==> src/rtl/booth_multiplier.sv <==
// booth_multiplier: sequential signed radix-2 Booth multiplier, one product per 18 cycles.
// twos_complement_adder is the shared add/sub datapath that each Booth iteration drives.
module twos_complement_adder #(
    parameter int WIDTH = 16
) (
    input  logic [WIDTH-1:0] a,
    input  logic [WIDTH-1:0] b,
    input  logic             sub,
    output logic [WIDTH-1:0] sum
);
    assign sum = a + (b ^ {WIDTH{sub}}) + WIDTH'(sub);
endmodule

module booth_multiplier #(
    parameter int WIDTH = 16
) (
    input  logic               clk,
    input  logic               rst,
    input  logic               start,
    input  logic [WIDTH-1:0]   multiplicand,
    input  logic [WIDTH-1:0]   multiplier,
    output logic               busy,
    output logic               done,
    output logic [2*WIDTH-1:0] product
);
    localparam int CW = $clog2(WIDTH + 1);

    typedef enum logic [1:0] {IDLE, RUN, DONE} state_t;

    state_t           state, state_nx;
    logic [WIDTH-1:0] a_reg, q_reg, m_reg, sum, a_nx;
    logic [CW-1:0]    count;
    logic             q_1, use_sum, sub, ovf, ext;

    twos_complement_adder #(.WIDTH(WIDTH)) u_add (
        .a   (a_reg),
        .b   (m_reg),
        .sub (sub),
        .sum (sum)
    );

    always_comb begin
        use_sum  = q_reg[0] ^ q_1;
        sub      = q_reg[0] & ~q_1;
        a_nx     = use_sum ? sum : a_reg;
        // sign of the effective operand is M's sign flipped on subtract, which also covers M = -2^(WIDTH-1)
        ovf      = use_sum & (a_reg[WIDTH-1] == (m_reg[WIDTH-1] ^ sub)) & (sum[WIDTH-1] != a_reg[WIDTH-1]);
        ext      = ovf ? ~a_nx[WIDTH-1] : a_nx[WIDTH-1];
        busy     = state != IDLE;
        done     = state == DONE;
        state_nx = (state == IDLE && start)       ? RUN  :
                   (state == RUN && count == '0)  ? DONE :
                   (state == DONE)                ? IDLE : state;
    end

    always_ff @(posedge clk or posedge rst) begin
        if (rst) begin
            state   <= IDLE;
            a_reg   <= '0;
            q_reg   <= '0;
            m_reg   <= '0;
            q_1     <= 1'b0;
            count   <= '0;
            product <= '0;
        end else begin
            state <= state_nx;
            if (state == IDLE && start) begin
                m_reg   <= multiplicand;
                q_reg   <= multiplier;
                a_reg   <= '0;
                q_1     <= 1'b0;
                count   <= CW'(WIDTH);
                product <= '0;
            end else if (state == RUN && count != '0) begin
                a_reg <= {ext, a_nx[WIDTH-1:1]};
                q_reg <= {a_nx[0], q_reg[WIDTH-1:1]};
                q_1   <= q_reg[0];
                count <= count - CW'(1);
            end else if (state == RUN) begin
                product <= {a_reg, q_reg};
            end
        end
    end
endmodule

==> config.mk <==
export PLATFORM = sky130hd
export DESIGN_NAME = booth_multiplier
export DESIGN_NICKNAME = d
export VERILOG_FILES = /design/src/rtl/booth_multiplier.sv
export SDC_FILE = /design/constraint.sdc
export NUM_CORES = 1
export LEC_CHECK = 0
export BUFFER_PORTS_ARGS = -buffer_cell sky130_fd_sc_hd__buf_2
export CAP_MARGIN = 15
export CORE_MARGIN = 2
export CORE_UTILIZATION = 32
export CTS_CLUSTER_DIAMETER = 80
export DETAILED_ROUTE_END_ITERATION = 10
export SLEW_MARGIN = 20
export SYNTH_ARGS = -nofsm -noshare
export SYNTH_HDL_FRONTEND = slang
export SYNTH_SLANG_ARGS = --single-unit
export TNS_END_PERCENT = 20
==> constraint.sdc <==
create_clock -name clk -period 5.2 [get_ports clk]
set_input_delay 1.04 -clock clk [delete_from_list [all_inputs] [get_ports clk]]
set_output_delay 1.04 -clock clk [all_outputs]
set_load 0.01 [all_outputs]
# Word level (Yosys, flattened, before mapping)
# Index checks and enable logic that the tools add are counted.
classes:
  n_addsub: 3
  eq_ne: 5
  mux: 16
  bitwise_logic: 8
  n_reduce_logical: 11
op_table:
  columns: ["op", "n"]
  rows:
  - ["two-way mux 32 bit", 3]
  - ["two-way mux 16 bit", 5]
  - ["adder 16 x 1 -> 16 bit", 1]
  - ["adder 16 bit", 1]
  - ["XOR 16 bit", 1]
  - ["two-way mux 5 bit", 2]
  - ["two-way mux 2 bit", 3]
  - ["nonzero test 2 bit", 3]
  - ["zero test 5 bit", 1]
  - ["nonzero test 5 bit", 1]
  - ["subtractor 5 x 1 -> 5 bit, second input constant", 1]
  - ["bitwise AND 1 bit", 3]
  - ["logical AND 1 bit", 3]
  - ["two-way mux 1 bit", 3]
  - ["nonzero test 3 bit", 1]
  - ["== test 2 x 1 -> 1 bit, second input constant", 1]
  - ["== test 2 bit, second input constant", 1]
  - ["zero test 2 bit", 1]
  - ["inequality test 2 bit, second input constant", 1]
  - ["NOT 1 bit", 2]
  - ["AND reduction 2 bit", 1]
  - ["XOR 1 bit", 2]
  - ["== test 1 bit", 1]
  - ["inequality test 1 bit", 1]
totals:
  ff_bits: 88
  input_bits: 35
  output_inout_bits: 34
  word_cells: 50

# Longest topological paths before layout
# Gate-level depths: netlist of run 1.
depth:
  depth_word: 10
  ltp_mapped: 14
  ltp_nobuf: 11

# Modules after synthesis
# Synthesis of run 1 repeated with hierarchy kept, for this count alone.
hier_totals:
  cells_unflattened: 557
  area_unflattened_um2: 5041.1
by_module_without_submodules:
  columns: ["module", "instances", "cells_each", "area_per_inst_um2", "seq_area_each_um2"]
  rows:
  - ["booth_multiplier", 1, 424, 4048.9, 2202.1]
  - ["twos_complement_adder", 1, 133, 992.2, 0.0]

# Worst setup path before layout of run 1
# Ideal clock, no wire load.
synth_timing:
  path_kind: "reg-to-reg"
  start: "register q_1"
  end: "register a_reg[13]"
  setup_time_ps: 133
  arrival_time_ps: 3061
  required_time_ps: 5067
  slack_ps: 2006
  path_stages_with_launch: 14
  path_buffers: 2
  period_less_slack_ps: 3194
  cell_sequence: "dfrtp_1 > inv_1 > ha_1 > buf_6 > clkbuf_1 > xor2_1 > fa_1 > a21o_1 > a221oi_1 > o21ai_0 > o21a_1 > a221oi_1 > xor2_1 > o211ai_1"
synth_between:
  elab_chain_cells: 8
  word_cells_on_any_way: 9
  classes_between: "add/sub: 2; mux: 3; bitwise: 4"
synth_lines:
  columns: ["item", "line", "rtl"]
  rows:
  - ["from (decl)", "33", "logic q_1, use_sum, sub, ovf, ext;"]
  - ["from (signal assigned)", "77", "q_1 <= q_reg[0];"]
  - ["NOT 1 bit", "44", "sub = q_reg[0] & ~q_1;"]
  - ["bitwise AND 1 bit", "44", null]
  - ["XOR 16 bit", "11", "assign sum = a + (b ^ {WIDTH{sub}}) + WIDTH'(sub);"]
  - ["adder 16 bit", "11", null]
  - ["adder 16 x 1 -> 16 bit", "11", null]
  - ["two-way mux 16 bit (*)", "45", "a_nx = use_sum ? sum : a_reg;"]
  - ["two-way mux 16 bit (*)", "74", "end else if (state == RUN && count != '0) begin"]
  - ["two-way mux 16 bit (*)", "67", "if (state == IDLE && start) begin"]
  - ["to (signal assigned)", "75", "a_reg <= {ext, a_nx[WIDTH-1:1]};"]
  - ["to (decl)", "31", "logic [WIDTH-1:0] a_reg, q_reg, m_reg, sum, a_nx;"]
# Mark *: on every way between the ends. The rest lies on a longest branch, timed or not. The select of a mux whose other input is x is not followed.
# A chain may end at the register's enable or synchronous reset.

# Worst setup path in the final report of run 1
# Same ends and word-level chain as after synthesis.

==> results.tsv, run 1 <==
stage	metric	value	unit
clock_network	cts_buffers	9	
grt	grt_pass1_vias	3734	
grt	grt_max_degree	62	
cells_and_area	final_common_cell	nand2_1	
die	std_cell_rows	44	
cells_and_area	antenna_cells	0	
die	die_area	15540	um2
die	fp.dieH	124.7	um
timing	final.period_utilization	69.15	%
drt	drtPass1Iterations	5	
synthesis	syn_avg_cell_area	8.707	um2
power_and_ir_drop	p_clk_share	16.4	%
clock_network	cts.sinks	88	
job	cap_violations	0	
grt	grt_pass1_wl	18640	um
power_and_ir_drop	power_frac_seq	28.6	%
timing	worst_pin_slew	979.8	ps
timing	tns	0	ps
synthesis	netlist_area	4658	um2
power_and_ir_drop	p_leak	2.718	nW
worst_setup_path	crit_chain	inv_1 -> ha_1 -> xor2_1 -> fa_1 -> a21o_1 -> a221oi_1 -> o21ai_0 -> o21a_1 -> a221oi_1 -> xor2_1 -> o211ai_1	
power_and_ir_drop	peakVddDrop	0.0002811	V
worst_setup_path	crit_buf_inv	1	
synthesis	synthDistinctLibCells	45	
timing	max_slew_margin	34.68	%
cells_and_area	area_delta_synth_final	17.35	%
cells_and_area	n_fill_cell	1433	
placed_design	routabilityCongestion	0.9167	
power_and_ir_drop	power.density	815.1	nW/um2
clock_network	clkTransAtPathRegs	70	ps
die	ios	69	
timing	finalClockSkew	6.835	ps
synthesis	ys_ff_latch	88	
clock_network	htree_levels	3	
synthesis	ys_seq_area_share	47.27	%
grt	grt_overflow	0	
die	initial_core_util	32.42	%
drt	wl	11090	um
grt	antenna_found_initial	0	
worst_setup_path	crit_path_start_kind	flop	
power_and_ir_drop	p_total	4.456	mW
drt	wire_per_inst	14.31	um
clock_network	tritoncts	done	
status	status	finished, final reports clean	
grt	grt_usage	14.51	%
worst_setup_path	critical_path_required	5420	ps
clock_network	cts_resized	0	
worst_setup_path	cpLargestDelayFamily	compound AO/OA/AOI/OAI gates	
power_and_ir_drop	p_int	2.466	mW
drt	post_drt_via_cell_ratio	4.979	
worst_setup_path	path_max_fanout	17	
worst_setup_path	slowest_stage	ha_1	
timing	fmax	278.1	MHz
die	die_x	124.7	um
timing	report.final.setup_viol	0	
worst_setup_path	max_stage_delay	780	ps
drt	remaining_drc_errors	0	
timing	finalHoldViolations	0	
min_path	holdCritPathClass	reg -> reg	
timing	hold_slack	499.2	ps
cells_and_area	nets	642	
synthesis	synth_cells	535	
drt	dr.first_iter.drc_count	454	
die	core	14370	um2
synthesis	syn_nets	591	
clock_network	clock_latency	340	ps
timing	rsz0062_at_grt	no	
placed_design	dp_hpwl	7503	um
cells_and_area	drive_gt1_share	16.92	%
power_and_ir_drop	power_frac_comb	55.0	%
power_and_ir_drop	p_sw	1.990	mW
cells_and_area	largest-register	product	
clock_network	cts-root-buf	clkbuf_16	
power_and_ir_drop	sw_frac_of_total	44.65	%
drt	vias	3859	
worst_setup_path	critical_path_class	reg -> reg	
placed_design	io_buffers	68	
synthesis	ys.warnings.count	0	
cells_and_area	largest_reg_flops	32	
timing	report.final.slew_viol_count	0	
clock_network	cts_setup_buffers	0	
cells_and_area	final_cell_mix	nand2_1 (156), dfrtp_1 (88), buf_2 (68)	
cells_and_area	instances_no_fill	775	
worst_setup_path	critical_path_arrival	3820	ps
clock_network	postCtsHoldBufs	0	
clock_network	cts.path.max_buffers	2	
worst_setup_path	endpoint_kind	flop	
timing	min_period	3596	ps
placed_design	place_inst	759	
drt	final_antenna_net_count	0	
## layout make-up
class                      instances  area, um2  share of cell area (%)
clock buffer                       9      225.2                   4.120
clock inverter                     7      106.4                   1.946
inverter                           7      28.78                  0.5264
multi-input combinational        406       2288                   41.86
sequential                        88       2202                   40.28
tap                              184      230.2                   4.211
timing repair buffer              74      385.4                   7.050
## through the flow
stage	cell area, um2	util [%]	setup WS (ps)
finish	5466	38.04	1604
global placement	5134	35.73	1707
global route	5466	38.04	1327
detailed placement	5134	35.73	1590
CTS	5465	38.04	1570
floorplan	4658	-	1881
## synthesized netlist by cell type (all sizes together)
master	n	area [um2]
nand2	157	589.3
dfrtp	88	2202
nand3	45	225.2
a21oi	31	166.4
nor2	27	103.9
clkbuf	24	90.09
xor2	23	201.4
o21ai	21	105.1
ha	20	250.2
a31oi	17	106.4
buf	10	53.80
xnor2	10	87.58
o211ai	9	67.56
inv	7	26.28
nor2b	7	43.79
a21o	5	37.54
mux2i	3	30.03
nand4	3	18.77
nor4	3	25.02
a221oi	2	17.52
nand2b	2	12.51
nor3	2	10.01
nor3b	2	20.02
o21a	2	15.01
o21bai	2	15.01
a211oi	1	7.510
a31o	1	17.52
a41o	1	10.01
and2	1	6.260
and3	1	6.260
and3b	1	8.760
and4	1	8.760
fa	1	20.02
mux2	1	15.01
nand3b	1	7.510
nor4b	1	15.01
o22ai	1	6.260
or3b	1	8.760
## path summary, 6_finish.rpt
check | start | end | slack (ps) | cells after the start
setup / recovery | q_1 | a_reg[13] | 1600 | 11
hold / removal | m_reg[6] | m_reg[6] | 500 | 2
setup reg to reg | q_1 | a_reg[13] | 1600 | 11
hold reg to reg | m_reg[6] | m_reg[6] | 500 | 2
max in group asynchronous | rst | product[30] | 3510 | 3
min in group asynchronous | rst | product[22] | 840 | 2
## power groups by stage
| stage | registers (mW) | clock network, mW | logic (mW) |
|---|---|---|---|
| after floorplan | 1.25 | 0 | 1.91 |
| after global placement | 1.28 | 0 | 2.37 |
| after detailed placement | 1.28 | 0 | 2.44 |
| after CTS | 1.27 | 0.742 | 2.46 |
| after global routing | 1.32 | 0.777 | 2.77 |
| final | 1.27 | 0.731 | 2.45 |
## cell families (layout without fill, tap and decap cells)
kind of cell	after synthesis	count (layout)	share of synthesized area [%]
mux	4	4	0.9669
simple gates	255	255	23.83
buf+inv	41	97	3.653
compound gates	93	93	12.28
flops	88	88	47.27
xor+xnor	33	33	6.205
fa+ha+maj	21	21	5.802
## worst reg2reg max path, cell delays in order, from the launching register on
cell and delay, ps:
dfrtp_1 380, inv_1 60, ha_1 780, xor2_1 250, fa_1 500, a21o_1 210, a221oi_1 420, o21ai_0 170
o21a_1 150, a221oi_1 300, xor2_1 170, o211ai_1 90
## layer usage
layer	vias up	wire (um)	track usage [%]
li1	1906	-	-
met1	1838	5402	20.45
met2	102	4994	22.15
met3	13	541	3.479
met4	0	153	4.428
met5	-	0	0
(Power assumes the default switching activity.)
==> inputs of run 2 (changes only) <==
clock period = 2.99 ns   (was 5.2 ns; I/O delays follow)
==> results.tsv, run 2 (synthesized netlist as in run 1, its figures left out) <==
stage	metric	value	unit
placed_design	io_buffers	68	
worst_setup_path	crit_buf_inv	3	
timing	finalHoldViolations	0	
grt	grt_usage	14.84	%
cells_and_area	n_fill_cell	1462	
clock_network	htree_levels	3	
timing	min_period	2877	ps
job	cap_violations	0	
grt	antenna_found_initial	0	
drt	final_antenna_net_count	0	
timing	finalClockSkew	6.308	ps
drt	dr.first_iter.drc_count	291	
die	initial_core_util	32.42	%
clock_network	cts.sinks	88	
worst_setup_path	path_max_fanout	5	
timing	fmax	347.6	MHz
worst_setup_path	slowest_stage	dfrtp_1	
min_path	holdCritPathClass	in -> async	
clock_network	cts_buffers	9	
timing	report.final.setup_viol	0	
clock_network	cts-root-buf	clkbuf_16	
drt	wire_per_inst	14.37	um
die	fp.dieH	124.7	um
placed_design	routabilityCongestion	0.8448	
cells_and_area	area_delta_synth_final	20.74	%
clock_network	clkTransAtPathRegs	70	ps
timing	report.final.slew_viol_count	0	
drt	wl	11310	um
power_and_ir_drop	p_leak	2.780	nW
worst_setup_path	max_stage_delay	380	ps
clock_network	cts.path.max_buffers	2	
cells_and_area	nets	654	
grt	grt_overflow	0	
cells_and_area	largest-register	product	
grt	grt_pass1_wl	18910	um
worst_setup_path	critical_path_class	reg -> reg	
cells_and_area	antenna_cells	0	
drt	drtPass1Iterations	6	
clock_network	tritoncts	done	
drt	post_drt_via_cell_ratio	4.917	
timing	final.period_utilization	96.22	%
status	status	finished, final reports clean	
die	die_x	124.7	um
cells_and_area	drive_gt1_share	20.07	%
power_and_ir_drop	power.density	1441	nW/um2
drt	vias	3870	
worst_setup_path	critical_path_required	3210	ps
cells_and_area	final_common_cell	nand2_1	
worst_setup_path	rr_startpoint	q_1	
timing	max_slew_margin	35.67	%
die	core	14370	um2
worst_setup_path	crit_chain	inv_1 -> ha_2 -> buf_6 -> xor2_1 -> ha_1 -> a21o_1 -> a221oi_2 -> buf_4 -> nor2b_1 -> o21ai_1 -> nor2b_1 -> xor2_1 -> o211ai_1	
die	ios	69	
power_and_ir_drop	peakVddDrop	0.0004500	V
worst_setup_path	crit_start	q_1	
worst_setup_path	endpoint_kind	flop	
die	std_cell_rows	44	
timing	hold_slack	387.3	ps
grt	grt_max_degree	51	
power_and_ir_drop	p_total	8.102	mW
worst_setup_path	cpLargestDelayFamily	compound AO/OA/AOI/OAI gates	
worst_setup_path	crit_path_start_kind	flop	
worst_setup_path	critical_path_arrival	3090	ps
placed_design	dp_hpwl	7918	um
drt	remaining_drc_errors	0	
timing	tns	0	ps
cells_and_area	fin_util	39.14	%
cells_and_area	largest_reg_flops	32	
timing	worst_pin_slew	965.0	ps
clock_network	clock_latency	350	ps
cells_and_area	final_cell_mix	nand2_1 (156), dfrtp_1 (88), buf_2 (68)	
die	die_area	15540	um2
grt	grt_pass1_vias	3889	
run 2: final timing paths:
check / end / slack [ps] / depth (start not counted)
max reg2reg: a_reg[7] / 110 / 13
max: a_reg[7] / 110 / 13
min reg2reg: m_reg[7] / 500 / 2
max in group asynchronous: product[1] / 1920 / 3
min: product[26] / 390 / 2
min in group clk: m_reg[8] / 440 / 3
run 2: final cells by class:
type | instances | area, um2 | area share [%]
Tap cell | 184 | 230.2 | 4.093
Sequential cell | 88 | 2202 | 39.15
Multi-Input combinational cell | 406 | 2340 | 41.60
Clock inverter | 7 | 100.1 | 1.780
Clock buffer | 9 | 225.2 | 4.004
Timing Repair Buffer | 86 | 499.2 | 8.877
Inverter | 7 | 27.53 | 0.4894
run 2: stage by stage:
step	setup slack [ps]	instances	cell area [um2]
global route	-39.34	787	5624
floorplan	8.034	535	4662
detailed placement	21.83	769	5221
CTS	5.033	785	5553
finish	113.0	787	5624
global placement	104.3	769	5221
run 2: routing by layer:
layer | vias up | global-route usage (%) | wire length (um)
li1 | 1931 | - | -
met1 | 1831 | 19.30 | 5183
met2 | 95 | 24.33 | 5413
met3 | 13 | 3.393 | 534
met4 | 0 | 5.155 | 179
met5 | - | 0 | 0
run 2: power breakdown:
group | internal (mW) | leakage (nW) | switching [mW]
Clock | 0.741 | 0.161 | 0.501
Sequential | 1.76 | 1.12 | 0.454
Combinational | 2.02 | 1.50 | 2.63
run 2: repair_timing:
| action | 4_1_cts | 5_1_grt |
|---|---|---|
| buffers inserted | 0 | 2 |
| pin swaps | 0 | 8 |
| resized for setup | 1 | 14 |
| hold buffers | 0 | 0 |
| setup endpoints to repair | 1 | 7 |
run 2: worst register-to-register path, stage by stage (launching register included):
cell	delay, ps
dfrtp_1	380
inv_1	70
ha_2	220
buf_6	150
xor2_1	210
ha_1	300
a21o_1	240
a221oi_2	350
buf_4	180
nor2b_1	60
o21ai_1	170
nor2b_1	180
xor2_1	150
o211ai_1	90
